`src/rtl/quad_step_decoder_pkg.sv`:
```
// qsd_pkg: quadrature state encoding and transition classification helpers.
//   quad_state_t : filtered {A,B} pair, values equal to the raw pair bits
//   DIR_UP       : dir level meaning "A leads B"
//   is_up        : next state is one step further along S00->S10->S11->S01->S00
//   is_illegal   : both phase bits changed at once
package qsd_pkg;
    typedef enum logic [1:0] {S00 = 2'b00, S10 = 2'b10, S11 = 2'b11, S01 = 2'b01} quad_state_t;
    localparam logic DIR_UP = 1'b1;
    // Position along the up sequence: S00=0, S10=1, S11=2, S01=3.
    function automatic logic [1:0] gray_pos(input logic [1:0] s);
        return {s[0], s[1] ^ s[0]};
    endfunction
    function automatic logic is_up(input quad_state_t prev, input quad_state_t nxt);
        return gray_pos(nxt) == gray_pos(prev) + 2'd1;
    endfunction
    function automatic logic is_illegal(input quad_state_t prev, input quad_state_t nxt);
        return (prev ^ nxt) == 2'b11;
    endfunction
endpackage

```
`src/rtl/quad_step_decoder_input_filter.sv`:
```
// qsd_input_filter: synchroniser chain plus stability filter for one raw pin.
//   clk, rst_n : clock, async active-low reset
//   i_raw      : asynchronous raw pin
//   o_level    : filtered level, changes after FILT_LEN consecutive differing sync samples
module qsd_input_filter #(
    parameter int SYNC_STAGES = 2,
    parameter int FILT_LEN    = 4
) (
    input  logic clk,
    input  logic rst_n,
    input  logic i_raw,
    output logic o_level
);
    localparam int CW = $clog2(FILT_LEN + 1);
    logic [SYNC_STAGES-1:0] r_sync;
    logic [CW-1:0]          r_cnt;
    logic                   r_level;
    logic                   w_sync;
    assign w_sync  = r_sync[SYNC_STAGES-1];
    assign o_level = r_level;
    always_ff @(posedge clk or negedge rst_n) begin
        if (!rst_n) begin
            r_sync  <= '0;
            r_cnt   <= '0;
            r_level <= 1'b0;
        end else begin
            r_sync <= {r_sync[SYNC_STAGES-2:0], i_raw};
            if (w_sync == r_level) begin
                r_cnt <= '0;
            end else if (r_cnt == CW'(FILT_LEN - 1)) begin
                r_level <= w_sync;
                r_cnt   <= '0;
            end else begin
                r_cnt <= r_cnt + 1'b1;
            end
        end
    end
endmodule

```
`src/rtl/quad_step_decoder.sv`:
```
// quad_step_decoder: quadrature A/B/Z decoder producing step/dir/index pulses and an error tally.
//   clk, rst_n        : clock, async active-low reset
//   enable            : 1 emits step/idx_pulse/err; 0 tracks silently
//   a_in, b_in, z_in  : raw asynchronous encoder pins
//   err_clr           : synchronous clear of err_count (wins over a new error)
//   step, dir         : one-cycle step pulse, held direction (1 = up)
//   idx_pulse, err    : filtered Z rising edge pulse, illegal transition pulse
//   err_count         : saturating illegal-transition count
// Build option: define QSD_X1_DECODE_EN for x1 decoding (steps only on S10<->S11).
module quad_step_decoder
    import qsd_pkg::*;
#(
    parameter int SYNC_STAGES = 2,
    parameter int FILT_LEN    = 4,
    parameter int ERR_CNT_W   = 8
) (
    input  logic                 clk,
    input  logic                 rst_n,
    input  logic                 enable,
    input  logic                 a_in,
    input  logic                 b_in,
    input  logic                 z_in,
    input  logic                 err_clr,
    output logic                 step,
    output logic                 dir,
    output logic                 idx_pulse,
    output logic                 err,
    output logic [ERR_CNT_W-1:0] err_count
);
    // Pulses stay masked until the filters have had time to learn the pins after reset.
    localparam int INIT = SYNC_STAGES + FILT_LEN + 1;
    localparam int IW   = $clog2(INIT + 1);
    logic          w_a, w_b, w_z;
    quad_state_t   r_state, w_next;
    logic          r_z_d;
    logic [IW-1:0] r_init;
    logic          w_live, w_change, w_illegal, w_up, w_step, w_err, w_idx;
    qsd_input_filter #(.SYNC_STAGES(SYNC_STAGES), .FILT_LEN(FILT_LEN)) u_filt_a (
        .clk(clk), .rst_n(rst_n), .i_raw(a_in), .o_level(w_a)
    );
    qsd_input_filter #(.SYNC_STAGES(SYNC_STAGES), .FILT_LEN(FILT_LEN)) u_filt_b (
        .clk(clk), .rst_n(rst_n), .i_raw(b_in), .o_level(w_b)
    );
    qsd_input_filter #(.SYNC_STAGES(SYNC_STAGES), .FILT_LEN(FILT_LEN)) u_filt_z (
        .clk(clk), .rst_n(rst_n), .i_raw(z_in), .o_level(w_z)
    );
    always_ff @(posedge clk or negedge rst_n) begin
        if (!rst_n) r_state <= S00;
        else        r_state <= w_next;
    end
    always_comb begin
        w_next = quad_state_t'({w_a, w_b});
    end
    always_comb begin
        w_live    = r_init == IW'(INIT);
        w_change  = w_next != r_state;
        w_illegal = is_illegal(r_state, w_next);
        w_up      = is_up(r_state, w_next);
`ifdef QSD_X1_DECODE_EN
        w_step    = w_live && enable && ((r_state == S10 && w_next == S11) || (r_state == S11 && w_next == S10));
`else
        w_step    = w_live && enable && w_change && !w_illegal;
`endif
        w_err     = w_live && enable && w_illegal;
        w_idx     = w_live && enable && w_z && !r_z_d;
    end
    always_ff @(posedge clk or negedge rst_n) begin
        if (!rst_n) begin
            step      <= 1'b0;
            err       <= 1'b0;
            idx_pulse <= 1'b0;
            dir       <= DIR_UP;
            err_count <= '0;
            r_z_d     <= 1'b0;
            r_init    <= '0;
        end else begin
            step      <= w_step;
            err       <= w_err;
            idx_pulse <= w_idx;
            r_z_d     <= w_z;
            if (w_live && w_change && !w_illegal) dir <= w_up;
            if (!w_live) r_init <= r_init + 1'b1;
            err_count <= err_clr ? '0 : (w_err && !(&err_count)) ? err_count + 1'b1 : err_count;
        end
    end
endmodule

```
`config.mk`:
```
export PLATFORM = sky130hd
export DESIGN_NAME = quad_step_decoder
export DESIGN_NICKNAME = d
export VERILOG_FILES = /design/src/rtl/quad_step_decoder_pkg.sv /design/src/rtl/quad_step_decoder_input_filter.sv /design/src/rtl/quad_step_decoder.sv
export SDC_FILE = /design/constraint.sdc
export NUM_CORES = 1
export LEC_CHECK = 0
export CORE_ASPECT_RATIO = 0.9
export CORE_UTILIZATION = 35
export CTS_CLUSTER_DIAMETER = 60
export CTS_CLUSTER_SIZE = 25
export DETAILED_ROUTE_END_ITERATION = 8
export SKIP_LAST_GASP = 1
export SYNTH_ARGS = -nofsm -noshare
export SYNTH_HDL_FRONTEND = slang
export SYNTH_HIERARCHICAL = 1
export SYNTH_SLANG_ARGS = --single-unit
```
`constraint.sdc`:
```
create_clock -name clk -period 1.9 [get_ports clk]
set_input_delay 0.19 -clock clk [delete_from_list [all_inputs] [get_ports clk]]
set_output_delay 0.19 -clock clk [all_outputs]
set_load 0.03 [all_outputs]
```
==> metrics.txt <==
CP Max Fanout 7; hold_buf cts 0; # rows 22; hold crit path type in -> async; CP max-delay cell dfrtp_1; Clock Power Share 23.2%; ant diodes 0; setup violators final 0; DIE AREA 4740 um2; Global Route met3 Usage 4.60%; met1 GRT Util 13.4%; Final Hold Fails 0; #FFs+latches synth 36; Logic pwr share 29.8%; Filler Cell Count 387; clk slew on worst S/H paths 0.07 ns; Mapped Avg Cell Area 13.0 um2; Net Sw Frac 31.0%; RSZ-0062 raised after global routing no; Global Route met2 Usage 22.4%; Worst Setup Start Kind flop; via count 954; Initial DRC Count 43; fin crit share 91.2%; Post-Route WL 2500 um; first-pass GRT wire length 4430 um; critical path class reg -> reg; routed len/inst 12.1 um; Final min period 1.73 ns; CP dominant cell by count ha_1; # resized after CTS 0; final slew viol count 0; io pins 19; MaxCap Viol Count 0; VDD IR max 0.409 mV; CP max stage delay 0.38 ns; Reg2Reg Depth 5; largest net degree at the start of global routing 37; CP Data Arrival Time 1.89 ns; worst hold margin 0.323 ns; Seq pwr share 47.0%; vias in the first global route 984; Syn Nets 133; Post-Synthesis Cell Area 1560 um2; LEAKAGE 0.000818 uW; initial antenna violation count 0; DRC Markers 0; cell chain of the critical path ha_1 > ha_1 > nand4_2 > nor4b_2 > mux2_1; most frequent cells in the layout dfrtp_1 (35), clkdlybuf4s50_1 (18), nor2_1 (9), nor2b_1 (9), xnor2_1 (7); status finished, final reports clean; grt total ovfl 0; post-DP HPWL 1850 um; vias per cell 4.63; Global Route Usage Sum 12.5%; Initial Util 37.4%; Seq/Total Area, Yosys 57.7%; area share of the largest cell type after synthesis 56.0%; Register Area 902 um2; root buffer cell clkbuf_8; Buffers on Ports 18; Cell Area, Placed 1820 um2; Max clock buf depth 2; ANT nets after route 0; Yosys cell types 31; relative slew slack 67.5%; core area 4180 um2; YS warnings 6; Worst-Skew Late Latency 0.27 ns; multi-input combinational cell area 644 um2; H-tree level count 2; area leader, netlist dfrtp_1; CTS Sinks 36; Worst Max-Slew Pin Slew 0.486 ns; most common cell after layout, fill and taps aside dfrtp_1; Power per Cell Area 1200 nW/um2; CTS buffer count 5; Clock Skew 0.00368 ns; internal power 1580 uW; Worst setup EP type flop; share of cells above drive strength 1 17.1%; Layout area overhead 22.5%; Top Usage Layer GRT met2; Die Wd 72.4 um; R2R setup slack 0.17 ns; nets 158; setup tns final 0 ns; Syn Inst Count 120; setup bufs post-CTS 0; chip height 65.4 um; NetSw 711 uW; Crit path required time 2.05 ns; Synth area leaders dfrtp_1 (56%), ha_1 (4.8%), mux2_2 (4.3%); CTS tree yes; DR pass1 iterations 4; GP Congestion 0.805; Max Clk Rate 577 MHz; Final Cell Area 1910 um2
[layout make-up]
type / count / share of cell area (%)
tap: 60 / 3.92
timing repair buffer: 20 / 10.2
inverter: 2 / 0.392
clock buffer: 8 / 4.71
multi-input combinational: 80 / 33.7
sequential: 36 / 47.1
[power groups by stage]
stage	registers [uW]	clock network (uW)	logic [uW]
global placement	1080	0	672
global route	1100	588	754
detailed placement	1090	0	693
floorplan	1160	0	412
CTS	1080	555	696
finish	1080	532	681
[synthesized netlist by cell type (all sizes together)]
cell and number:
xnor2 7, nor2b 12, nor3 3, o41ai 1
and4 1, nor2 9, nand2 3, clkbuf 1
ha 6, dfrtp 35, xor2 2, o21ai 3
mux2 10, buf 1, a21oi 2, mux2i 1
nor4b 1, a311oi 1, nand2b 2, dfstp 1
nand4 2, inv 2, nor3b 7, nand3 6
nor4 1
[kinds of logic (layout without fill, tap and decap cells)]
kind of cell / Yosys count / in the layout / share of synthesized area, %
AO/OA/AOI/OAI: 7 / 7 / 2.72
adder cells (fa/ha/maj): 6 / 6 / 4.80
AND/OR/NAND/NOR: 47 / 47 / 20.3
multiplexers: 11 / 11 / 8.33
buffers and inverters: 4 / 30 / 1.04
XOR/XNOR: 9 / 9 / 5.04
flip-flops: 36 / 36 / 57.7
[critical path, delay by kind of cell (launching register included)]
kind,cells,cell delay [ns]
adders and majority gates,2,0.35
DFF,1,0.38
muxes,1,0.34
and+or+nand+nor,2,0.55
[stage by stage]
stage,cells,setup WS (ns),total power [uW],utilization [%]
final,206,0.167,2290,45.8
after global routing,206,0.00575,2440,45.8
after CTS,206,0.155,2330,45.8
after detailed placement,198,0.152,1790,43.6
after global placement,198,0.209,1750,43.6
after floorplan,120,0.205,1570,-
[flip-flops by register name (all words and copies together), names as in the netlist]
register          flops
u_filt_z/r_sync       2
r_init                3
u_filt_b/r_cnt        3
u_filt_b/r_sync       2
step                  1
u_filt_a/r_cnt        3
u_filt_a/o_level      1
err                   1
err_count             8
idx_pulse             1
u_filt_z/o_level      1
r_z_d                 1
dir                   1
u_filt_z/r_cnt        3
u_filt_a/r_sync       2
r_state               2
u_filt_b/o_level      1
[path summary, 6_finish.rpt]
kind	start	to
hold / removal	rst_n	r_init[0]$_DFFE_PN0P_
min in group clk	u_filt_a/r_sync[0]$_DFF_PN0_	u_filt_a/r_sync[1]$_DFF_PN0_
setup / recovery	r_init[0]$_DFFE_PN0P_	err_count[3]$_DFFE_PN0P_
setup reg to reg	r_init[0]$_DFFE_PN0P_	err_count[3]$_DFFE_PN0P_
hold reg to reg	u_filt_a/r_sync[0]$_DFF_PN0_	u_filt_a/r_sync[1]$_DFF_PN0_
max in group asynchronous	rst_n	dir$_DFFE_PN1P_
[routing by layer]
metal / wire length [um] / part of all wire, % / vias up
met5: 0 / 0 / -
met2: 1280 / 51 / 11
met1: 1090 / 44 / 476
li1: - / - / 465
met4: 24 / 0.96 / 0
met3: 101 / 4.0 / 2
Note: power is estimated with default switching activity, not from simulation.
